[src/rtl/seq_pattern_gen.sv]
// seq_pattern_gen: serial bit-pattern transmitter.
// Captures a PAT_W-bit pattern on start and shifts it out MSB-first, repeat_n
// times, with gap_n idle cycles between repeats. The output handshake is
// valid/ready: a bit is consumed only when out_valid && out_ready, and out_bit
// holds steady while the consumer stalls. All outputs are registered.
module seq_pattern_gen #(
  parameter int PAT_W = 5,
  parameter int REP_W = 8,
  parameter int GAP_W = 4
) (
  input  logic             clk,
  input  logic             rst,
  input  logic             start,
  input  logic [PAT_W-1:0] pattern,
  input  logic [REP_W-1:0] repeat_n,
  input  logic [GAP_W-1:0] gap_n,
  input  logic             out_ready,
  output logic             out_bit,
  output logic             out_valid,
  output logic             busy,
  output logic             done
);

  localparam int IDX_W = $clog2(PAT_W);
  localparam logic [IDX_W-1:0] LAST_IDX = IDX_W'(PAT_W - 1);

  typedef enum logic [1:0] {
    IDLE  = 2'd0,
    SHIFT = 2'd1,
    GAP   = 2'd2,
    DONE  = 2'd3
  } state_t;

  state_t           state;
  logic [PAT_W-1:0] pat_q;       // captured pattern, used for reloads
  logic [PAT_W-1:0] shreg;       // bits still to send in this repeat, MSB next
  logic [IDX_W-1:0] bit_idx;     // index of the bit currently presented
  logic [REP_W-1:0] reps_left;   // repeats not yet completed, incl. current
  logic [GAP_W-1:0] gap_q;       // captured gap length
  logic [GAP_W-1:0] gap_cnt;     // idle cycles remaining in the current gap

  // Sequencer: state, datapath registers and registered outputs together.
  // NOTE: every assignment here is non-blocking so all registers update from
  // the same pre-edge values; mixing in blocking writes would make the result
  // depend on statement order.
  always_ff @(posedge clk) begin
    if (rst) begin
      // NOTE: the datapath registers are reset along with the state so a
      // restart after an abort never sees stale pattern or count values.
      state     <= IDLE;
      pat_q     <= '0;
      shreg     <= '0;
      bit_idx   <= '0;
      reps_left <= '0;
      gap_q     <= '0;
      gap_cnt   <= '0;
      out_bit   <= 1'b0;
      out_valid <= 1'b0;
      busy      <= 1'b0;
      done      <= 1'b0;
    end else begin
      case (state)
        IDLE: begin
          out_bit   <= 1'b0;
          out_valid <= 1'b0;
          busy      <= 1'b0;
          done      <= 1'b0;
          if (start) begin
            pat_q     <= pattern;
            shreg     <= pattern;
            gap_q     <= gap_n;
            reps_left <= repeat_n;
            bit_idx   <= '0;
            busy      <= 1'b1;
            if (repeat_n == '0) begin
              // Nothing to send: report completion on the next cycle.
              state <= DONE;
              done  <= 1'b1;
            end else begin
              state     <= SHIFT;
              out_valid <= 1'b1;
              out_bit   <= pattern[PAT_W-1];
            end
          end
        end

        SHIFT: begin
          if (out_ready) begin
            if (bit_idx != LAST_IDX) begin
              // Advance to the next bit of this repeat.
              shreg   <= shreg << 1;
              bit_idx <= bit_idx + IDX_W'(1);
              out_bit <= shreg[PAT_W-2];
            end else begin
              // Last bit of a repeat accepted.
              reps_left <= reps_left - REP_W'(1);
              bit_idx   <= '0;
              if (reps_left == REP_W'(1)) begin
                state     <= DONE;
                out_valid <= 1'b0;
                out_bit   <= 1'b0;
                done      <= 1'b1;
              end else if (gap_q == '0) begin
                // Back-to-back repeat: reload without a bubble.
                shreg   <= pat_q;
                out_bit <= pat_q[PAT_W-1];
              end else begin
                state     <= GAP;
                gap_cnt   <= gap_q;
                out_valid <= 1'b0;
                out_bit   <= 1'b0;
              end
            end
          end
        end

        GAP: begin
          // Idle gap runs on its own clock count; out_ready has no effect.
          gap_cnt <= gap_cnt - GAP_W'(1);
          if (gap_cnt == GAP_W'(1)) begin
            state     <= SHIFT;
            shreg     <= pat_q;
            out_valid <= 1'b1;
            out_bit   <= pat_q[PAT_W-1];
          end
        end

        DONE: begin
          state <= IDLE;
          done  <= 1'b0;
          busy  <= 1'b0;
        end

        default: begin
          state     <= IDLE;
          out_bit   <= 1'b0;
          out_valid <= 1'b0;
          busy      <= 1'b0;
          done      <= 1'b0;
        end
      endcase
    end
  end

endmodule

[config.mk]
export PLATFORM = sky130hd
export DESIGN_NAME = seq_pattern_gen
export DESIGN_NICKNAME = d
export VERILOG_FILES = /design/src/rtl/seq_pattern_gen.sv
export SDC_FILE = /design/constraint.sdc
export NUM_CORES = 1
export LEC_CHECK = 0
export CAP_MARGIN = 15
export CORE_MARGIN = 3
export CORE_UTILIZATION = 45
export DETAILED_ROUTE_END_ITERATION = 16
export GPL_TIMING_DRIVEN = 0
export PLACE_DENSITY_LB_ADDON = 0.05
export SETUP_SLACK_MARGIN = 0.05
export SLEW_MARGIN = 30
export SYNTH_ARGS = -nofsm -noshare
export SYNTH_HDL_FRONTEND = slang
export SYNTH_SLANG_ARGS = --single-unit
[constraint.sdc]
create_clock -name clk -period 1.87 [get_ports clk]
set_input_delay 0.374 -clock clk [delete_from_list [all_inputs] [get_ports clk]]
set_output_delay 0.374 -clock clk [all_outputs]
set_load 0.01 [all_outputs]
==> run_results.csv, run 1 <==
group,metric,value,unit
outcome,outcome,"finished clean",
run,cap_violations,0,
critical_path,worst_r2r_endpoint,"shreg[2]",
clock_network,cts_buffers,5,
die,core,4140,um2
layout,fin_nets,328,
global_routing,globalRouteOverflowTotal,0,
layout,mostFrequentLayoutCells,"a21oi_1, nand2_1, dfxtp_1, clkdlybuf4s50_1, nor2_1",
timing,fin_skew,0.00588,ns
routing,wl_per_cell,15.9,um
power_and_ir_drop,irDropWorstVdd,0.000751,V
critical_path,worst_ep_arrival_time,2.02,ns
synthesis,async_flop_share,0,%
layout,diodes,0,
synthesis,seq_area_frac_synth,33.8,%
synthesis,synth-seq-cells,34,
synthesis,synth_edf_count,0,
clock_network,clkTransAtPathRegs,0.07,ns
routing,vias,1976,
routing,drt-initial-drc-count,154,
critical_path,r2r_setup_slack,0.07,ns
place,gp_congestion,0.855,
synthesis,ys_warn_count,0,
synthesis,syn-num-nets,288,
synthesis,synth-main-ff-cell,"dfxtp_1",
critical_path,crit_path_end_kind,"register",
die,num_rows,23,
critical_path,r2r-start,"gap_cnt[1]",
die,initial_utilization,48.6,%
timing,period_needed,1.80,ns
critical_path,cp-start-kind,"register",
synthesis,netlist.top_cell.by_area,"dfxtp_1",
place,placed_area,2310,um2
place,place_hpwl,3.76,mm
timing,worst_pin_slew,0.614,ns
clock_network,numClockSinks,34,
timing,setup_viol,0,
timing,rsz0062_at_grt,"yes",
hold_path,holdCritPathClass,"in -> reg",
critical_path,r2r_cells,7,
layout,final_layout_size_suffix_gt1_share,20.9,%
routing,drt-pass1-iter-count,4,
die,die_h,72.9,um
place,port_buffers,23,
synthesis,avgSynthCellArea,7.89,um2
synthesis,postSynthCellCount,255,
clock_network,clkLatencyLatePin,0.30,ns
routing,wirelength,5.49,mm
die,die_area,5310,um2
routing,viasPerCell,5.71,
die,dieWidth,72.9,um
synthesis,synth_area_leaders,"dfxtp_1, a21oi_1, ha_1",
global_routing,grt_pass1_wl,8.61,mm
clock_network,cts_hold_buffers,0,
clock_network,cts_tree,"done",
global_routing,grt_pass1_vias,1760,
power_and_ir_drop,powerDensity,1590,nW/um2
critical_path,critical_path_class,"reg -> reg",
timing,fin_tns_setup,0,ns
timing,slew_viol_final,0,
synthesis,yosysTopAreaCellShare,33.8,%
layout,syn2layout_area_growth,30.1,%
clock_network,htreeDepth,2,
clock_network,cts_root_buf,"clkbuf_8",
global_routing,grt_max_degree,12,
timing,finalCritPeriodShare,96.2,%
timing,hold_violations,0,
synthesis,syn_area,2010,um2
timing,fmax,556,MHz
timing,slew_headroom,59.1,%
hold_path,min_delay_path_depth,2,
routing,drc_errors,0,
clock_network,clock_path_buffers,2,
hold_path,min_from,"rst",
power_and_ir_drop,p_leak,0.928,nW
layout,fin_area,2620,um2
hold_path,min_to,"state[1]",
synthesis,yosysUniqueCellTypes,49,
routing,drtAntennaViolNets,0,
layout,layout_commonest_cell,"a21oi_1",
die,pin_count,25,
global_routing,track_usage,21.0,%
global_routing,grt_antenna_before_repair,0,
critical_path,crit_fanout,8,
critical_path,required,2.09,ns
==> flip-flops by register name (all words and copies together), names as in the netlist <==
name       cells
gap_cnt        4
busy           1
out_valid      1
gap_q          4
pat_q          5
shreg          4
done           1
reps_left      8
out_bit        1
bit_idx        3
state          2
==> cell usage after synthesis (all sizes together) (5+ instances only) <==
cell type / number
a21oi: 32
clkbuf: 11
dfxtp: 34
ha: 12
inv: 11
nand2: 31
nand2b: 6
nand3: 17
nor2: 21
nor2b: 6
nor3: 5
o211ai: 5
o21ai: 13
==> per-stage QoR <==
| step | std cells | hold slack (ns) | worst slack (ns) | util, % | power, mW |
|---|---|---|---|---|---|
| after floorplan | 255 | 0.437 | 0.0572 | - | 2.59 |
| after global placement | 328 | 0.450 | -0.362 | 55.6 | 3.10 |
| after detailed placement | 328 | 0.453 | -0.313 | 55.6 | 3.12 |
| after CTS | 339 | 0.441 | 0.0575 | 59.5 | 3.86 |
| after global routing | 346 | 0.476 | -0.0185 | 63.2 | 4.47 |
| final | 346 | 0.457 | 0.0708 | 63.2 | 4.17 |
==> cell type report <==
type | count | area, um2
plain buffers | 13 | 75.1
multi-input cells | 196 | 1340
inverters | 11 | 41.3
fillers | 374 | 1520
repair buffers | 34 | 313
well taps | 50 | 62.6
clock buffers | 6 | 82.6
flip-flops and latches | 34 | 693
clock inverters | 2 | 12.5
==> logic make-up after synthesis <==
group                      after synthesis  share of synthesized area (%)
xor gates and xnor gates                 2                          0.870
DFF                                     34                           33.8
buffers and inverters                   25                           4.72
adders and majority gates               12                           7.46
AOI/OAI and AO/OA                       77                           26.2
muxes                                    3                           1.49
and+or+nand+nor                        102                           25.4
==> power breakdown <==
group / leakage, nW / switching, mW / internal, mW
Clock: 0.0472 / 0.286 / 0.296
Combinational: 0.599 / 1.31 / 1.11
Sequential: 0.282 / 0.215 / 0.951
==> timing repair <==
action,4_1_cts,5_1_grt
gates cloned,0,0
setup endpoints to repair,32,31
buffers inserted,4,7
pin swaps,2,9
resized for setup,17,28
==> critical path, cell delays in order, from the launching register on <==
cell and delay [ns]:
dfxtp_2 0.33, inv_2 0.05, ha_1 0.12, or3b_4 0.40, a211oi_4 0.30, o311a_4 0.29, o211ai_1 0.11, a21oi_1 0.14
==> metal layers <==
| layer | wire [um] | share of wire, % | global-route usage [%] |
|---|---|---|---|
| met1 | 2680 | 49 | 30.8 |
| met2 | 2440 | 44 | 30.5 |
| met3 | 310 | 5.6 | 4.68 |
| met4 | 65 | 1.2 | 6.15 |
| met5 | 0 | 0 | 0 |
==> how the worst max path moves through the flow <==
| stage | end | slack, ns | cells after the start | startpoint |
|---|---|---|---|---|
| 6_report | shreg[2] | 0.07 | 7 | gap_cnt[1] |
| 3_5_place_dp | reps_left[3] | -0.31 | 8 | state[1] |
| 4_1_cts | shreg[0] | 0.06 | 7 | gap_cnt[1] |
| 3_3_place_gp | reps_left[3] | -0.36 | 8 | state[1] |
| 5_1_grt | shreg[2] | -0.02 | 7 | gap_cnt[1] |
| 2_1_floorplan | shreg[0] | 0.06 | 6 | gap_cnt[0] |
No activity file was read; power rests on OpenSTA's default activity.
==> run 2: changes to the inputs <==
--- a/config.mk
+++ b/config.mk
@@ -10,6 +10,7 @@
 export CORE_UTILIZATION = 45
 export DETAILED_ROUTE_END_ITERATION = 16
 export GPL_TIMING_DRIVEN = 0
+export HOLD_SLACK_MARGIN = 0.1
 export PLACE_DENSITY_LB_ADDON = 0.05
 export SETUP_SLACK_MARGIN = 0.05
 export SLEW_MARGIN = 30
==> results of run 2 <==
No change in the layout: final DEF, timing and power equal those of run 1.
